## src/rtl/decode_queue_pkg.sv

```systemverilog
// Shared definitions for the decode queue: RV32I opcode constants and the
// decoded-instruction record presented to the issue stage.
package decode_queue_pkg;

  localparam logic [6:0] OP_JAL    = 7'b1101111;
  localparam logic [6:0] OP_JALR   = 7'b1100111;
  localparam logic [6:0] OP_BRANCH = 7'b1100011;
  localparam logic [6:0] OP_LOAD   = 7'b0000011;
  localparam logic [6:0] OP_STORE  = 7'b0100011;
  localparam logic [6:0] OP_IMM    = 7'b0010011;
  localparam logic [6:0] OP_LUI    = 7'b0110111;
  localparam logic [6:0] OP_AUIPC  = 7'b0010111;

  typedef struct packed {
    logic [31:0] pc;
    logic [31:0] inst;
    logic [4:0]  rd;
    logic [4:0]  rs1;
    logic [4:0]  rs2;
    logic [31:0] imm;
    logic [6:0]  opcode;
  } dec_inst_t;

endpackage

```

## src/rtl/decode_queue_inst_fields.sv

```systemverilog
// Combinational RV32I field extraction.
// Ports:
//   inst   - raw 32-bit instruction word
//   rd/rs1/rs2 - register fields taken straight from their bit positions
//   imm    - sign-extended immediate for I/S/B/U/J formats, 0 otherwise
//   opcode - inst[6:0]
module inst_fields
  import decode_queue_pkg::*;
(
  input  logic [31:0] inst,
  output logic [4:0]  rd,
  output logic [4:0]  rs1,
  output logic [4:0]  rs2,
  output logic [31:0] imm,
  output logic [6:0]  opcode
);

  logic signed [31:0] imm_s;

  assign opcode = inst[6:0];
  assign rd     = inst[11:7];
  assign rs1    = inst[19:15];
  assign rs2    = inst[24:20];
  assign imm    = imm_s;

  always_comb begin
    imm_s = '0;
    case (inst[6:0])
      OP_LOAD, OP_IMM, OP_JALR:
        imm_s = {{20{inst[31]}}, inst[31:20]};
      OP_STORE:
        imm_s = {{20{inst[31]}}, inst[31:25], inst[11:7]};
      OP_BRANCH:
        imm_s = {{19{inst[31]}}, inst[31], inst[7], inst[30:25], inst[11:8], 1'b0};
      OP_LUI, OP_AUIPC:
        imm_s = {inst[31:12], 12'h000};
      OP_JAL:
        imm_s = {{11{inst[31]}}, inst[31], inst[19:12], inst[20], inst[30:21], 1'b0};
      default:
        imm_s = '0;
    endcase
  end

endmodule

```

## src/rtl/decode_queue.sv

```systemverilog
// Decode queue: consumer end of the fetch handshake. Buffers fetched
// instructions in a DEPTH-entry FIFO, steers fetch via stall/kill/nextpc
// (sequential, JAL-predicted, or redirected PC) and presents the decoded head
// entry to issue over a valid/ready interface.
// Ports:
//   clk, reset (async, active-low)
//   instruction0, inst0_pc, fetch_ready      - fetch side input
//   stall, kill, nextpc                      - fetch control
//   redirect_valid, redirect_pc              - redirect from execute
//   dec_valid, dec_ready, dec_pc, dec_inst,
//   dec_rd, dec_rs1, dec_rs2, dec_imm,
//   dec_opcode                               - issue side
module decode_queue
  import decode_queue_pkg::*;
#(
  parameter int          DEPTH    = 4,
  parameter logic [31:0] RESET_PC = 32'h0
) (
  input  logic        clk,
  input  logic        reset,
  input  logic [31:0] instruction0,
  input  logic [31:0] inst0_pc,
  input  logic        fetch_ready,
  output logic        stall,
  output logic        kill,
  output logic [31:0] nextpc,
  input  logic        redirect_valid,
  input  logic [31:0] redirect_pc,
  output logic        dec_valid,
  input  logic        dec_ready,
  output logic [31:0] dec_pc,
  output logic [31:0] dec_inst,
  output logic [4:0]  dec_rd,
  output logic [4:0]  dec_rs1,
  output logic [4:0]  dec_rs2,
  output logic [31:0] dec_imm,
  output logic [6:0]  dec_opcode
);

  localparam int AW = $clog2(DEPTH);
  localparam int CW = AW + 1;
  localparam logic [CW-1:0] FULL_CNT = CW'(DEPTH);
  // RESET_PC only records where fetch starts; it has no effect on logic.
  localparam logic [31:0] unused_reset_pc = RESET_PC;

  logic [31:0]   mem_pc   [DEPTH];
  logic [31:0]   mem_inst [DEPTH];
  logic [AW-1:0] wr_ptr, rd_ptr;
  logic [CW-1:0] count;
  logic          pend;
  logic [31:0]   pend_pc;

  logic fhs, push, pop;

  // Stall only from registered state; while a redirect is pending the
  // handshake must happen so fetch can load pend_pc.
  assign stall     = (count == FULL_CNT) & ~pend;
  assign fhs       = fetch_ready & ~stall;
  assign push      = fhs & ~redirect_valid & ~pend;
  assign dec_valid = (count != '0);
  assign pop       = dec_valid & dec_ready;
  assign kill      = redirect_valid | pend;

  // Control state: pointers, occupancy, pending redirect
  always_ff @(posedge clk or negedge reset) begin
    if (!reset) begin
      wr_ptr <= '0;
      rd_ptr <= '0;
      count  <= '0;
      pend   <= 1'b0;
    end else if (redirect_valid) begin
      wr_ptr <= '0;
      rd_ptr <= '0;
      count  <= '0;
      pend   <= ~fhs;
    end else begin
      if (pend && fhs) pend <= 1'b0;
      if (push) wr_ptr <= wr_ptr + AW'(1);
      if (pop)  rd_ptr <= rd_ptr + AW'(1);
      case ({push, pop})
        2'b10:   count <= count + CW'(1);
        2'b01:   count <= count - CW'(1);
        default: count <= count;
      endcase
    end
  end

  // Data storage, not reset
  always_ff @(posedge clk) begin
    if (push) begin
      mem_pc[wr_ptr]   <= inst0_pc;
      mem_inst[wr_ptr] <= instruction0;
    end
    if (redirect_valid) pend_pc <= redirect_pc;
  end

  // JAL target prediction on the incoming word
  logic [4:0]         jal_rd, jal_rs1, jal_rs2;
  logic [6:0]         jal_op;
  logic [31:0]        jal_imm_raw;
  logic signed [31:0] jal_imm;
  logic               unused_jal_fields;

  inst_fields u_jal_fields (
    .inst   (instruction0),
    .rd     (jal_rd),
    .rs1    (jal_rs1),
    .rs2    (jal_rs2),
    .imm    (jal_imm_raw),
    .opcode (jal_op)
  );

  assign jal_imm           = signed'(jal_imm_raw);
  assign unused_jal_fields = ^{jal_rd, jal_rs1, jal_rs2};

  always_comb begin
    if (redirect_valid)   nextpc = redirect_pc;
    else if (pend)        nextpc = pend_pc;
    else if (jal_op == OP_JAL) nextpc = inst0_pc + $unsigned(jal_imm);
    else                  nextpc = inst0_pc + 32'd4;
  end

  // Head entry decode; all fields read as zero while the queue is empty
  logic [31:0] head_inst;
  logic [4:0]  h_rd, h_rs1, h_rs2;
  logic [31:0] h_imm;
  logic [6:0]  h_op;
  dec_inst_t   head;

  assign head_inst = mem_inst[rd_ptr];

  inst_fields u_head_fields (
    .inst   (head_inst),
    .rd     (h_rd),
    .rs1    (h_rs1),
    .rs2    (h_rs2),
    .imm    (h_imm),
    .opcode (h_op)
  );

  always_comb begin
    head = '0;
    if (dec_valid) begin
      head.pc     = mem_pc[rd_ptr];
      head.inst   = head_inst;
      head.rd     = h_rd;
      head.rs1    = h_rs1;
      head.rs2    = h_rs2;
      head.imm    = h_imm;
      head.opcode = h_op;
    end
  end

  assign dec_pc     = head.pc;
  assign dec_inst   = head.inst;
  assign dec_rd     = head.rd;
  assign dec_rs1    = head.rs1;
  assign dec_rs2    = head.rs2;
  assign dec_imm    = head.imm;
  assign dec_opcode = head.opcode;

endmodule

```

## config.mk

```make
export PLATFORM = sky130hd
export DESIGN_NAME = decode_queue
export DESIGN_NICKNAME = d
export VERILOG_FILES = /design/src/rtl/decode_queue_pkg.sv /design/src/rtl/decode_queue_inst_fields.sv /design/src/rtl/decode_queue.sv
export SDC_FILE = /design/constraint.sdc
export NUM_CORES = 1
export LEC_CHECK = 0
export CAP_MARGIN = 20
export CORE_MARGIN = 2
export CORE_UTILIZATION = 30
export CTS_BUF_LIST = sky130_fd_sc_hd__clkbuf_4 sky130_fd_sc_hd__clkbuf_8
export CTS_CLUSTER_SIZE = 25
export DETAILED_ROUTE_END_ITERATION = 8
export GPL_ROUTABILITY_DRIVEN = 0
export GPL_TIMING_DRIVEN = 0
export PLACE_DENSITY = 0.51
export SLEW_MARGIN = 30
export SYNTH_ARGS = -nofsm -noshare
export SYNTH_HDL_FRONTEND = slang
export SYNTH_SLANG_ARGS = --single-unit
```

## constraint.sdc

```tcl
create_clock -name clk -period 7.6 [get_ports clk]
set_clock_uncertainty 0.2 [all_clocks]
set_input_delay 1.52 -clock clk [delete_from_list [all_inputs] [get_ports clk]]
set_output_delay 1.52 -clock clk [all_outputs]
set_load 0.01 [all_outputs]
```

# ---- After elaboration in Yosys (flattened, before gate mapping)
# Memories as Yosys holds them, arrays and structs flattened.
# Cells that the tools add are included.
dict set report op_classes {
  n_reduce_logical 10
  add_sub_neg 6
  mul 0
  shift 0
  eq_ne 19
  n_mux 16
  bitwise 10
  n_div 0
  n_lt_le_gt_ge 0
}
# op n
set op_table {}
lappend op_table {{case mux 32 bit (5 select lines)} 2}
lappend op_table {{2-to-1 mux 118 bit} 1}
lappend op_table {{2-to-1 mux 32 bit} 3}
lappend op_table {{== test 7 bit (second input constant)} 6}
lappend op_table {{adder 32 x 3 -> 32 bit (second input constant)} 1}
lappend op_table {{adder 32 bit} 1}
lappend op_table {{== test 7 x 5 -> 1 bit (second input constant)} 4}
lappend op_table {{== test 7 x 6 -> 1 bit (second input constant)} 4}
lappend op_table {{== test 7 x 2 -> 1 bit (second input constant)} 2}
lappend op_table {{2-to-1 mux 2 bit} 4}
lappend op_table {{case mux 3 bit (2 select lines)} 1}
lappend op_table {{nonzero test 2 bit} 3}
lappend op_table {{nonzero test 3 bit} 2}
lappend op_table {{OR reduction 3 bit} 2}
lappend op_table {{bitwise AND 1 bit} 5}
lappend op_table {{adder 2 x 1 -> 2 bit (second input constant)} 2}
lappend op_table {{2-to-1 mux 1 bit} 4}
lappend op_table {{inverter 1 bit} 4}
lappend op_table {{OR reduction 2 bit} 2}
lappend op_table {{adder 3 x 1 -> 3 bit (second input constant)} 1}
lappend op_table {{== test 3 bit (second input constant)} 1}
lappend op_table {{2-to-1 mux 3 bit} 1}
lappend op_table {{subtractor 3 x 1 -> 3 bit (second input constant)} 1}
lappend op_table {{== test 2 x 1 -> 1 bit (second input constant)} 1}
lappend op_table {{3 further kinds} 3}
dict set report word_totals {
  word_cells 68
  reg_bits 40
  latch_bits 0
  ram_bits 256
  n_memories 2
  out_inout_bits 153
  rom_bits 0
}
# name depth width read_ports rd_ports_with_merged_regs wr line
set memory_table {}
lappend memory_table {mem_inst 4 32 1 0 1 decode_queue.sv:47} ;# logic [31:0] mem_inst [DEPTH];
lappend memory_table {mem_pc 4 32 1 0 1 decode_queue.sv:46} ;# logic [31:0] mem_pc [DEPTH];

# ---- Logic depth before layout (Yosys ltp)
# Gate-level depths: netlist (run 1).
dict set report depth {
  word_depth 9
  depth_mapped 15
  ltp_nobuf 15
}

# ---- Hierarchy
# A second synthesis (run 1) with hierarchy kept.
dict set report hier_totals {
  cells_unflattened 1218
  hier_area_um2 15892.7
}
# mod cells_per_inst seq_area_each_um2 n_inst area_per_inst_um2
set by_module_without_submodules {}
lappend by_module_without_submodules {decode_queue 1016 8848.5 1 14468.9}
lappend by_module_without_submodules {inst_fields 101 0.0 2 711.9}

# ---- Worst setup path before layout (run 1)
# No wires, ideal clock.
dict set report synth_timing {
  path_kind {input -> output}
  from {input instruction0[4]}
  to {output nextpc[29]}
  setup_slack_ns 1.034
  t_required_ns 5.880
  path_stages 15
  arrival_time_ns 4.846
  cell_sequence {nand4b_1 -> nor2_1 -> clkbuf_1 -> or2_2 -> a22oi_1 -> inv_1 -> ha_1 -> a211oi_1 -> o21bai_1 -> a211oi_4 -> a211oi_1 -> o311ai_4 -> a31oi_1 -> xnor2_1 -> o41ai_1}
}
dict set report synth_between {
  elab_chain_len 7
  word_cells_on_any_way 15
}
# item line
set synth_lines {}
lappend synth_lines {{start: declaration} decode_queue.sv:21} ;# input logic [31:0] instruction0,
lappend synth_lines {{== test 7 x 2 -> 1 bit (tied with other cells)} decode_queue_inst_fields.sv:28} ;# case (inst[6:0])
lappend synth_lines {{OR reduction 3 bit / OR reduction 2 bit (equally long branches)} decode_queue_inst_fields.sv:28}
lappend synth_lines {{case mux 32 bit (5 select lines)} decode_queue_inst_fields.sv:28}
lappend synth_lines {{adder 32 bit} decode_queue.sv:119} ;# else if (jal_op == OP_JAL) nextpc = inst0_pc + $unsigned(jal_imm);
lappend synth_lines {{2-to-1 mux 32 bit (*)} decode_queue.sv:119}
lappend synth_lines {{2-to-1 mux 32 bit (*)} decode_queue.sv:118} ;# else if (pend) nextpc = pend_pc;
lappend synth_lines {{2-to-1 mux 32 bit (*)} decode_queue.sv:117} ;# if (redirect_valid) nextpc = redirect_pc;
lappend synth_lines {{end: declaration} decode_queue.sv:26} ;# output logic [31:0] nextpc,
# Every way passes the cells marked *; elsewhere a longest branch is shown, timed or not.

# ---- Worst setup path after layout (run 1)
dict set report layout_timing {
  from {input instruction0[0]}
  to {output nextpc[23]}
}
# Same word-level chain as after synthesis.

==> out/results.ini, run 1 <==
[outcome]
status = finished clean

[synth]
syn_inst = 1108
yosysWarnings = 0
syn-num-nets = 1247
synth_area_per_cell_um2 = 13.6
ys_seq_area_share_pct = 58.7
synth_seq_cells = 296
ys_async_sr_fraction_pct = 2.70
synth.distinct_cells = 75
synth_ff_type = edfxtp_1
synth_area_um2 = 15100
synth-edff-count = 288

[cts]
cts-buffers-inserted = 51
ctsHoldBuffers = 0
cts_tree = built
clock_latency_ns = 0.63
h-tree-depth = 2
clockBufferDepth = 3
cts_sinks = 296
cts_root_buffer = clkbuf_8
clk_pin_slew_ns = 0.06

[final_layout]
mostFrequentLayoutCells = edfxtp_1, clkdlybuf4s50_1, and2_1, nand2_1, a21oi_1
final_common_cell = edfxtp_1
drive_above_1_share_pct = 18.2
final_area_um2 = 20000
areaGrowthSynthToFinish_pct = 32.6
nets = 1570

[worst_setup_path]
crit_type = in2out
crit_path_top_delay_cell = clkdlybuf4s50_1
reg2reg_depth = 5
crit_start = instruction0[0]
crit_path_end = nextpc[23]
crit_top_cell = buf_4
crit_arrival_ns = 5.71
path_max_fanout = 7
r2r_end = mem_pc[3][18]
required_ns = 5.88
start_kind = primary input
path_cells = clkdlybuf4s15_1 > nand3b_1 > nor4b_4 > buf_4 > or3_4 > and2_1 > ha_1 > and3_2 > and3_1 > a211oi_4 > buf_4 > a211o_1 > a31oi_1 > xnor2_1 > a21oi_1 > a221o_1 > clkdlybuf4s50_1
r2r-start = pend
r2r_slack_ns = 4.20
endpoint_kind = output pin
crit_path_max_incr_delay_ns = 0.49

[detailed_routing]
first_iter_violations = 789
wl_um = 47000
drc = 0
postRouteAntennaNets = 0
vias = 10600
wl_per_cell_um = 21.9
drt-pass1-iter-count = 5
routed_via_density = 4.96

[die]
core_um2 = 49900
die_y_um = 228
io_pins = 254
fp.dieW_um = 228
row_count = 82
die-area_um2 = 52000
initial_core_util_pct = 30.2

[timing]
slew_headroom_pct = 39.7
fin_tns_setup_ns = 0
finalCritPeriodShare_pct = 97.8
slew_violations = 0
holdWs_ns = 0.387
hold_viol_final = 0
rsz0062_at_grt = false
fmax_ghz = 0.135
worst_slew_pin_slew_ns = 0.904
period_minus_slack_ns = 7.43
finalSetupViolCount = 0

[min_path]
min_path_type = reg2reg

[power]
vdd_drop_max_mv = 0.124
p_leak_nw = 6.91
powerDensity_nw_per_um2 = 260

[global_routing]
grt_pass1_vias = 10900
grt_pass1_wl_um = 69800
grt-ovfl-total = 0
grt.total_usage_pct = 17.9
grt_max_degree = 39
antenna_found_initial = 1

[place]
place_area_um2 = 18600
dp_hpwl_um = 34200
portBuffers = 253

[run]
drv_cap = 0

[worst min path at each step]
stage	cells after the start	from	slack (ns)	to
6_report	2	count[2]	0.39	count[2]
3_3_place_gp	2	count[2]	0.36	count[2]
4_1_cts	2	count[2]	0.39	count[2]
3_5_place_dp	2	count[2]	0.38	count[2]
5_1_grt	2	count[2]	0.41	count[2]
2_1_floorplan	2	count[2]	0.32	count[2]
[layout make-up]
type                       count  area, um2
timing repair buffer         272       2740
clock inverter                22        191
buffer                        68        390
inverter                      18       67.6
antenna                        1       2.50
multi-input combinational    724       6030
sequential                   296       8850
tap                          672        841
fill                        4792      29900
clock buffer                  72        860
[worst max-delay path: cells and delay by family]
| kind | cells | cell delay (ns) |
|---|---|---|
| and+or+nand+nor | 6 | 1.46 |
| buffers and inverters | 4 | 1.09 |
| AOI/OAI and AO/OA | 5 | 1.06 |
| adders and majority gates | 1 | 0.34 |
| xor gates and xnor gates | 1 | 0.24 |
[state kept, by name, summed over array words and instances (netlist names)]
name	cells
pend	1
pend_pc	32
mem_inst	128
wr_ptr	2
rd_ptr	2
count	3
mem_pc	128
[routing by layer]
layer / share of wire, % / vias to the layer above / global-route usage (%)
li1: - / 4940 / -
met3: 5.7 / 65 / 3.28
met5: 0 / - / 0
met2: 46 / 348 / 28.1
met1: 46 / 5294 / 24.7
met4: 2.9 / 0 / 6.62
[cell usage after synthesis (all sizes together), types with 9 or more instances]
| cell type | instances | area [um2] |
|---|---|---|
| o21ai | 46 | 230 |
| nor3 | 10 | 55.1 |
| buf | 35 | 254 |
| a22oi | 13 | 97.6 |
| a21oi | 78 | 390 |
| and2 | 83 | 519 |
| nand2b | 9 | 56.3 |
| mux4 | 64 | 1450 |
| nand3 | 17 | 85.1 |
| a21o | 32 | 240 |
| inv | 17 | 63.8 |
| xor2 | 19 | 166 |
| o31ai | 9 | 77.6 |
| edfxtp | 288 | 8650 |
| a211oi | 14 | 118 |
| nand2 | 77 | 289 |
| nor2 | 63 | 241 |
| ha | 36 | 450 |
| clkbuf | 35 | 133 |
| xnor2 | 26 | 228 |
| and3 | 12 | 75.1 |
[logic make-up after synthesis]
kind of cell / synth area share, %
simple gates: 11.3
flops: 58.7
compound gates: 11.1
buf+inv: 3.02
mux: 10.0
xor+xnor: 2.62
fa+ha+maj: 3.26
[metrics by stage]
| stage | utilization (%) | power, mW | instances | setup WS, ns |
|---|---|---|---|---|
| floorplan | - | 2.80 | 1108 | 1.03 |
| global placement | 37.0 | 3.74 | 2033 | -1.47 |
| detailed placement | 37.3 | 3.75 | 2038 | -1.40 |
| CTS | 39.9 | 5.27 | 2141 | 0.0142 |
| global route | 40.0 | 5.45 | 2145 | 0.00465 |
| finish | 40.0 | 5.19 | 2145 | 0.168 |
[where the power goes]
| group | total (mW) | internal, mW | switching [mW] |
|---|---|---|---|
| Sequential | 1.90 | 1.88 | 0.0280 |
| Clock | 1.49 | 0.836 | 0.654 |
| Combinational | 1.79 | 0.932 | 0.861 |
[timing repair]
| action | 4_1_cts | 5_1_grt |
|---|---|---|
| buffers inserted | 11 | 3 |
| gates resized for setup | 63 | 25 |
| setup endpoints to repair | 29 | 24 |
| endpoints found under the hold margin | 0 | 0 |
| pin swaps | 8 | 6 |
No activity file was read; power rests on OpenSTA's default activity.
==> inputs of run 2 (changes only) <==
--- a/config.mk
+++ b/config.mk
@@ -9,11 +9,12 @@
 export CORE_MARGIN = 2
 export CORE_UTILIZATION = 30
 export CTS_BUF_LIST = sky130_fd_sc_hd__clkbuf_4 sky130_fd_sc_hd__clkbuf_8
-export CTS_CLUSTER_SIZE = 25
+export CTS_CLUSTER_SIZE = 28
 export DETAILED_ROUTE_END_ITERATION = 8
 export GPL_ROUTABILITY_DRIVEN = 0
 export GPL_TIMING_DRIVEN = 0
 export PLACE_DENSITY = 0.51
+export RECOVER_POWER = 50
 export SLEW_MARGIN = 30
 export SYNTH_ARGS = -nofsm -noshare
 export SYNTH_HDL_FRONTEND = slang
==> run 2 against run 1 <==
Net effect:
- the run now ends with capacitance limit, slew limit left
- cell count up 0.14%
- critical path type unchanged
- sequential share of layout area grew 0.053 points
- hold slack improved by 0.0059 ns
- worst setup slack worse by 0.022 ns
- non-clock buffer count unchanged
- clock power barely moved
==> out/results.ini, run 2 (same netlist as run 1, synthesis figures left out) <==
[detailed_routing]
wl_um = 47000  ; about the same
met3RoutedLength_um = 2840  ; was 2700 um
drt-pass1-iter-count = 5  ; unchanged
drc = 0  ; unchanged
first_iter_violations = 773  ; was 789
dr.max_layer_used = met4  ; unchanged
wl_per_cell_um = 21.9  ; about the same
vias = 10700  ; was 10600
met2_length_um = 21500  ; about the same
met1Wirelength_um = 21200  ; was 21400 um
routed_via_density = 4.96  ; about the same
postRouteAntennaNets = 0  ; unchanged

[final_layout]
final_common_cell = edfxtp_1  ; unchanged
largestRegisters = mem_inst: 128 flops, mem_pc: 128 flops, pend_pc: 32 flops  ; unchanged
drive_above_1_share_pct = 17.9  ; was 18.2%
areaGrowthSynthToFinish_pct = 32.4  ; was 32.6%
mostFrequentLayoutCells = edfxtp_1, clkdlybuf4s50_1, dlygate4sd3_1, nand2_1, and2_1  ; was edfxtp_1, clkdlybuf4s50_1, and2_1, nand2_1, a21oi_1
fillers = 4796  ; was 4792
fin_util_pct = 40.0  ; about the same
regArea_um2 = 8850  ; unchanged
final_area_um2 = 19900  ; was 20000 um2
multi_input_area_um2 = 6020  ; was 6030 um2
nets = 1570  ; unchanged

[timing]
period_minus_slack_ns = 7.45  ; was 7.43 ns
worst_slew_pin_slew_ns = 2.57  ; was 0.904 ns
slew_headroom_pct = -71.4  ; was 39.7%
holdWs_ns = 0.393  ; was 0.387 ns
rsz0062_at_grt = false  ; unchanged
finalCritPeriodShare_pct = 98.1  ; was 97.8%
fmax_ghz = 0.134  ; was 0.135 GHz
finalSetupViolCount = 0  ; unchanged
slew_violations = 54  ; was 0
hold_viol_final = 0  ; unchanged
fin_tns_setup_ns = 0  ; unchanged

[worst_setup_path]
path_max_fanout = 7  ; unchanged
crit_type = in2out  ; unchanged
crit_path_top_delay_cell = clkdlybuf4s50_1  ; unchanged
required_ns = 5.88  ; about the same
start_kind = primary input  ; unchanged
path_cells = clkbuf_1 > nand3b_1 > nor4b_4 > buf_4 > or3_4 > and2_1 > ha_2 > and3_2 > and3_1 > a211oi_4 > buf_4 > a211o_1 > a31oi_1 > xnor2_1 > a21oi_1 > a221o_1 > clkdlybuf4s50_1  ; was clkdlybuf4s15_1 > nand3b_1 > nor4b_4 > buf_4 > or3_4 > and2_1 > ha_1 > and3_2 > and3_1 > a211oi_4 > buf_4 > a211o_1 > a31oi_1 > xnor2_1 > a21oi_1 > a221o_1 > clkdlybuf4s50_1
crit_path_max_incr_delay_ns = 0.49  ; about the same
r2r-start = pend  ; unchanged
crit_arrival_ns = 5.73  ; was 5.71 ns
endpoint_kind = output pin  ; unchanged
reg2reg_depth = 5  ; unchanged
r2r_end = mem_pc[1][16]  ; was mem_pc[3][18]
r2r_slack_ns = 2.91  ; was 4.20 ns
crit_top_cell = buf_4  ; unchanged
crit_start = instruction0[3]  ; was instruction0[0]

[cts]
h-tree-depth = 2  ; unchanged
cts_root_buffer = clkbuf_8  ; unchanged
clock_latency_ns = 0.63  ; about the same
ctsHoldBuffers = 0  ; unchanged
cts_tree = built  ; unchanged
clk_pin_slew_ns = 0.06  ; about the same
cts_sinks = 296  ; unchanged
clockBufferDepth = 3  ; unchanged
cts-buffers-inserted = 51  ; unchanged

[die]
initial_core_util_pct = 30.2  ; unchanged
row_count = 82  ; unchanged
die_y_um = 228  ; unchanged
io_pins = 254  ; unchanged
die-area_um2 = 52000  ; unchanged
fp.dieW_um = 228  ; unchanged
core_um2 = 49900  ; unchanged

[power]
powerDensity_nw_per_um2 = 260  ; about the same
p_seq_share_pct = 36.8  ; was 36.7%
vdd_drop_max_mv = 0.125  ; was 0.124 mV
clockPowerShare_pct = 28.8  ; was 28.7%
p_sw_share_pct = 29.8  ; about the same
p_leak_nw = 6.91  ; about the same
comb_power_share_pct = 34.4  ; was 34.6%
net-switching-power_mw = 1.54  ; about the same
p_int_mw = 3.63  ; was 3.64 mW

[place]
dp_hpwl_um = 34200  ; unchanged
portBuffers = 253  ; unchanged
place_area_um2 = 18600  ; unchanged

[outcome]
violations = capacitance limit, slew limit
status = complete, but fails checks  ; was finished clean

[global_routing]
grt_pass1_vias = 10900  ; unchanged
grt_pass1_wl_um = 69800  ; unchanged
grt_max_degree = 39  ; unchanged
grt.total_usage_pct = 17.9  ; unchanged
antenna_found_initial = 5  ; was 1
grt-ovfl-total = 0  ; unchanged

[min_path]
min_path_type = reg2reg  ; unchanged
hold_start = count[2]  ; unchanged
min_path_cells = 2  ; unchanged
holdPathEnd = count[2]  ; unchanged

[run]
drv_cap = 2  ; was 0

[run 2: cell types whose count changed in the layout (fill, tap and decap cells not counted), moves of 2 or more]
cell / change
clkdlybuf4s50_1: -90
dlygate4sd3_1: +90
and2_0: +3
clkbuf_1: +3
diode_2: +3
and2_4: -2
[run 2: area by class of cell]
class	instances	area share, %
well taps	672	4.22
inverters	18	0.339
repair buffers	272	13.6
multi-input cells	724	30.2
diodes	4	0.0502
clock inverters	22	0.960
flip-flops and latches	296	44.4
plain buffers	68	1.96
clock buffers	72	4.31
[run 2: timing repair]
item,4_1_cts,5_1_grt
gates cloned,0,0
setup endpoints to repair,29,24
buffers inserted,11,3
gates resized for setup,63,25
pin swaps,8,6
[run 2: critical path: cells and delay by family]
family,cells,cell delay (ns)
XOR/XNOR,1,0.19
AO/OA/AOI/OAI,5,1.11
adder cells (fa/ha/maj),1,0.38
AND/OR/NAND/NOR,6,1.43
buffers and inverters,4,1.08
[run 2: worst max path at each step]
stage          cells past startpoint  slack (ns)          to
2_1_floorplan                     15        1.03  nextpc[29]
3_3_place_gp                      16       -1.47  nextpc[24]
3_5_place_dp                      16       -1.40  nextpc[24]
4_1_cts                           17        0.01  nextpc[21]
5_1_grt                           19       0.004  nextpc[26]
6_report                          17        0.15  nextpc[23]
[run 2: power by group through the flow]
stage               Combinational [mW]  Clock (mW)  Sequential, mW
floorplan                        0.870           0            1.93
global placement                  1.80           0            1.94
detailed placement                1.81           0            1.94
CTS                               1.83        1.54            1.90
global route                      1.92        1.60            1.91
finish                            1.78        1.49            1.90
[run 2: metal layers]
| layer | global-route usage, % | vias up |
|---|---|---|
| met5 | 0 | - |
| met4 | 6.62 | 0 |
| met3 | 3.28 | 72 |
| met2 | 28.1 | 353 |
| met1 | 24.7 | 5299 |
| li1 | - | 4939 |
[run 2: per-stage QoR]
stage / worst slack [ns] / power [mW] / cells
CTS: 0.0142 / 5.27 / 2141
finish: 0.145 / 5.18 / 2148
floorplan: 1.03 / 2.80 / 1108
global placement: -1.47 / 3.74 / 2033
detailed placement: -1.40 / 3.75 / 2038
global route: 0.00429 / 5.44 / 2145
==> inputs of run 3 (changes only) <==
==> constraint.sdc (replaced) <==
create_clock -name clk -period 9.05 [get_ports clk]
set_clock_uncertainty 0.2 [all_clocks]
set_input_delay 1.81 -clock clk [delete_from_list [all_inputs] [get_ports clk]]
set_output_delay 1.81 -clock clk [all_outputs]
set_load 0.01 [all_outputs]
==> run 3 against run 2 <==
Net effect:
- the flow still finishes with violations (capacitance limit, slew limit)
- final area decreased by 1.2%
- clock power decreased by 16%
- wire length is 0.59% lower
- core utilization is 0.49 points lower
- non-clock buffer count fell by 8
- die area unchanged
- first-iteration DRC count increased by 0.65%
- critical path depth is the same
- sequential power fell by 16%
- register-to-register slack improved by 1.4 ns
- largest cell class unchanged
- cell count down 0.28%
- global-route usage fell by 0.10 points
==> out/results.ini, run 3 (same netlist as run 1, synthesis figures left out) <==
[die]
io_pins = 254  ; unchanged
initial_core_util_pct = 30.2  ; unchanged
fp.dieW_um = 228  ; unchanged
row_count = 82  ; unchanged
die-area_um2 = 52000  ; unchanged
die_y_um = 228  ; unchanged
core_um2 = 49900  ; unchanged

[outcome]
violations = capacitance limit, slew limit  ; unchanged
status = complete, but fails checks  ; unchanged

[min_path]
min_path_type = reg2reg  ; unchanged

[timing]
slew_headroom_pct = -73.2  ; was -71.4%
worst_slack_ns = 0.232  ; was 0.145 ns
finalCritPeriodShare_pct = 97.4
worst_slew_pin_slew_ns = 2.60  ; was 2.57 ns
fmax_ghz = 0.113
holdWs_ns = 0.387  ; was 0.393 ns
fin_tns_setup_ns = 0  ; unchanged
rsz0062_at_grt = false  ; unchanged
finalSetupViolCount = 0  ; unchanged
slew_violations = 54  ; unchanged
hold_viol_final = 0  ; unchanged
period_minus_slack_ns = 8.82

[detailed_routing]
postRouteAntennaNets = 0  ; unchanged
vias = 10500  ; was 10700
wl_per_cell_um = 21.8  ; was 21.9 um
drt-pass1-iter-count = 5  ; unchanged
routed_via_density = 4.92  ; was 4.96
first_iter_violations = 778  ; was 773
drc = 0  ; unchanged
wl_um = 46700  ; was 47000 um

[worst_setup_path]
crit_path_max_incr_delay_ns = 0.61  ; was 0.49 ns
worst-path-buf-inv = 3  ; was 4
crit_path_top_delay_cell = clkdlybuf4s50_1  ; unchanged
path_cells = clkdlybuf4s50_1 > nand3b_1 > nor4b_4 > nand2_1 > o21ai_0 > ha_1 > inv_1 > fa_1 > nand2b_1 > a21oi_1 > o311ai_2 > a211o_1 > a21o_1 > a21oi_1 > nor3_1 > o31ai_2 > clkdlybuf4s50_1  ; was clkbuf_1 > nand3b_1 > nor4b_4 > buf_4 > or3_4 > and2_1 > ha_2 > and3_2 > and3_1 > a211oi_4 > buf_4 > a211o_1 > a31oi_1 > xnor2_1 > a21oi_1 > a221o_1 > clkdlybuf4s50_1
crit_family = compound AO/OA/AOI/OAI gates  ; was simple AND/OR/NAND/NOR gates
endpoint_kind = output pin  ; unchanged
crit_arrival_ns = 6.81  ; was 5.73 ns
path_max_fanout = 6  ; was 7
start_kind = primary input  ; unchanged
crit_type = in2out  ; unchanged
required_ns = 7.04  ; was 5.88 ns

[cts]
cts_sinks = 296  ; unchanged
clockBufferDepth = 3  ; unchanged
cts_tree = built  ; unchanged
h-tree-depth = 2  ; unchanged
cts_root_buffer = clkbuf_8  ; unchanged
cts-buffers-inserted = 51  ; unchanged
clock_latency_ns = 0.63  ; about the same
clk_pin_slew_ns = 0.06  ; about the same

[final_layout]
areaGrowthSynthToFinish_pct = 30.8  ; was 32.4%
drive_above_1_share_pct = 15.4  ; was 17.9%
fillers = 4817  ; was 4796
final_common_cell = edfxtp_1  ; unchanged
mostFrequentLayoutCells = edfxtp_1, clkdlybuf4s50_1, dlygate4sd3_1, and2_1  ; was edfxtp_1, clkdlybuf4s50_1, dlygate4sd3_1, nand2_1, and2_1
nets = 1562  ; was 1570
fin_util_pct = 39.5  ; was 40.0%
largestRegisters = mem_inst: 128 flops, mem_pc: 128 flops, pend_pc: 32 flops  ; unchanged

[power]
p_int_mw = 3.05  ; was 3.63 mW
comb_power_share_pct = 34.3  ; was 34.4%
net-switching-power_mw = 1.29  ; was 1.54 mW
p_seq_share_pct = 36.8  ; about the same
p_leak_nw = 6.81  ; was 6.91 nW
powerDensity_nw_per_um2 = 220  ; was 260 nW/um2
vdd_drop_max_mv = 0.106  ; was 0.125 mV
clockPowerShare_pct = 28.8  ; about the same
p_sw_share_pct = 29.8  ; about the same

[global_routing]
grt.total_usage_pct = 17.8  ; was 17.9%
grt_max_degree = 39  ; unchanged
antenna_found_initial = 5  ; unchanged
grt_pass1_wl_um = 69300  ; was 69800 um
grt_pass1_vias = 10800  ; was 10900
grt-ovfl-total = 0  ; unchanged

[place]
dp_hpwl_um = 34200  ; unchanged
dp_slack_ns = -0.526  ; was -1.40 ns
portBuffers = 253  ; unchanged

[run]
drv_cap = 2  ; unchanged

run 3: routing by layer:
layer	routed length [um]	track usage [%]
met1	21500	24.6
met3	2740	3.31
met2	21100	27.9
met4	1380	6.54
met5	0	0
run 3: final timing paths:
check	start	endpoint	slack (ns)	cells after the start
worst min-delay path	count[2]	count[2]	0.39	2
max in group asynchronous	reset	rd_ptr[0]	6.97	1
worst min register to register	count[2]	count[2]	0.39	2
worst max register to register	pend	mem_pc[1][16]	4.32	5
worst max-delay path	instruction0[3]	nextpc[28]	0.23	17
min in group asynchronous	reset	wr_ptr[1]	1.36	1
run 3: through the flow:
| step | cell area [um2] | total power [mW] | std cells |
|---|---|---|---|
| finish | 19700 | 4.34 | 2142 |
| global route | 19700 | 4.56 | 2137 |
| CTS | 19700 | 4.42 | 2132 |
| detailed placement | 18600 | 3.15 | 2038 |
| global placement | 18400 | 3.14 | 2033 |
| floorplan | 15100 | 2.35 | 1108 |
run 3: area by class of cell:
type	instances	area, um2	share of cell area (%)
flip-flops and latches	296	8850	44.9
multi-input cells	724	5830	29.6
repair buffers	263	2650	13.5
clock buffers	72	860	4.36
well taps	672	841	4.27
plain buffers	69	389	1.98
clock inverters	22	191	0.972
inverters	18	67.6	0.343
diodes	6	15.0	0.0762
run 3: timing repair:
action	4_1_cts	5_1_grt
setup endpoints to repair	19	15
resized for setup	9	13
hold buffers	0	0
buffers inserted	0	5
pin swaps	0	3
run 3: tightest hold or removal path, stage by stage (launching register included):
cell     delay [ns]
dfrtp_1        0.40
xnor2_1        0.08
nor2_1         0.07
run 3: power groups by stage:
stage	combinational [mW]	clock, mW	sequential [mW]
2_1_floorplan	0.731	0	1.62
5_1_grt	1.61	1.35	1.61
3_5_place_dp	1.52	0	1.63
4_1_cts	1.53	1.29	1.60
6_report	1.49	1.25	1.60
3_3_place_gp	1.51	0	1.63
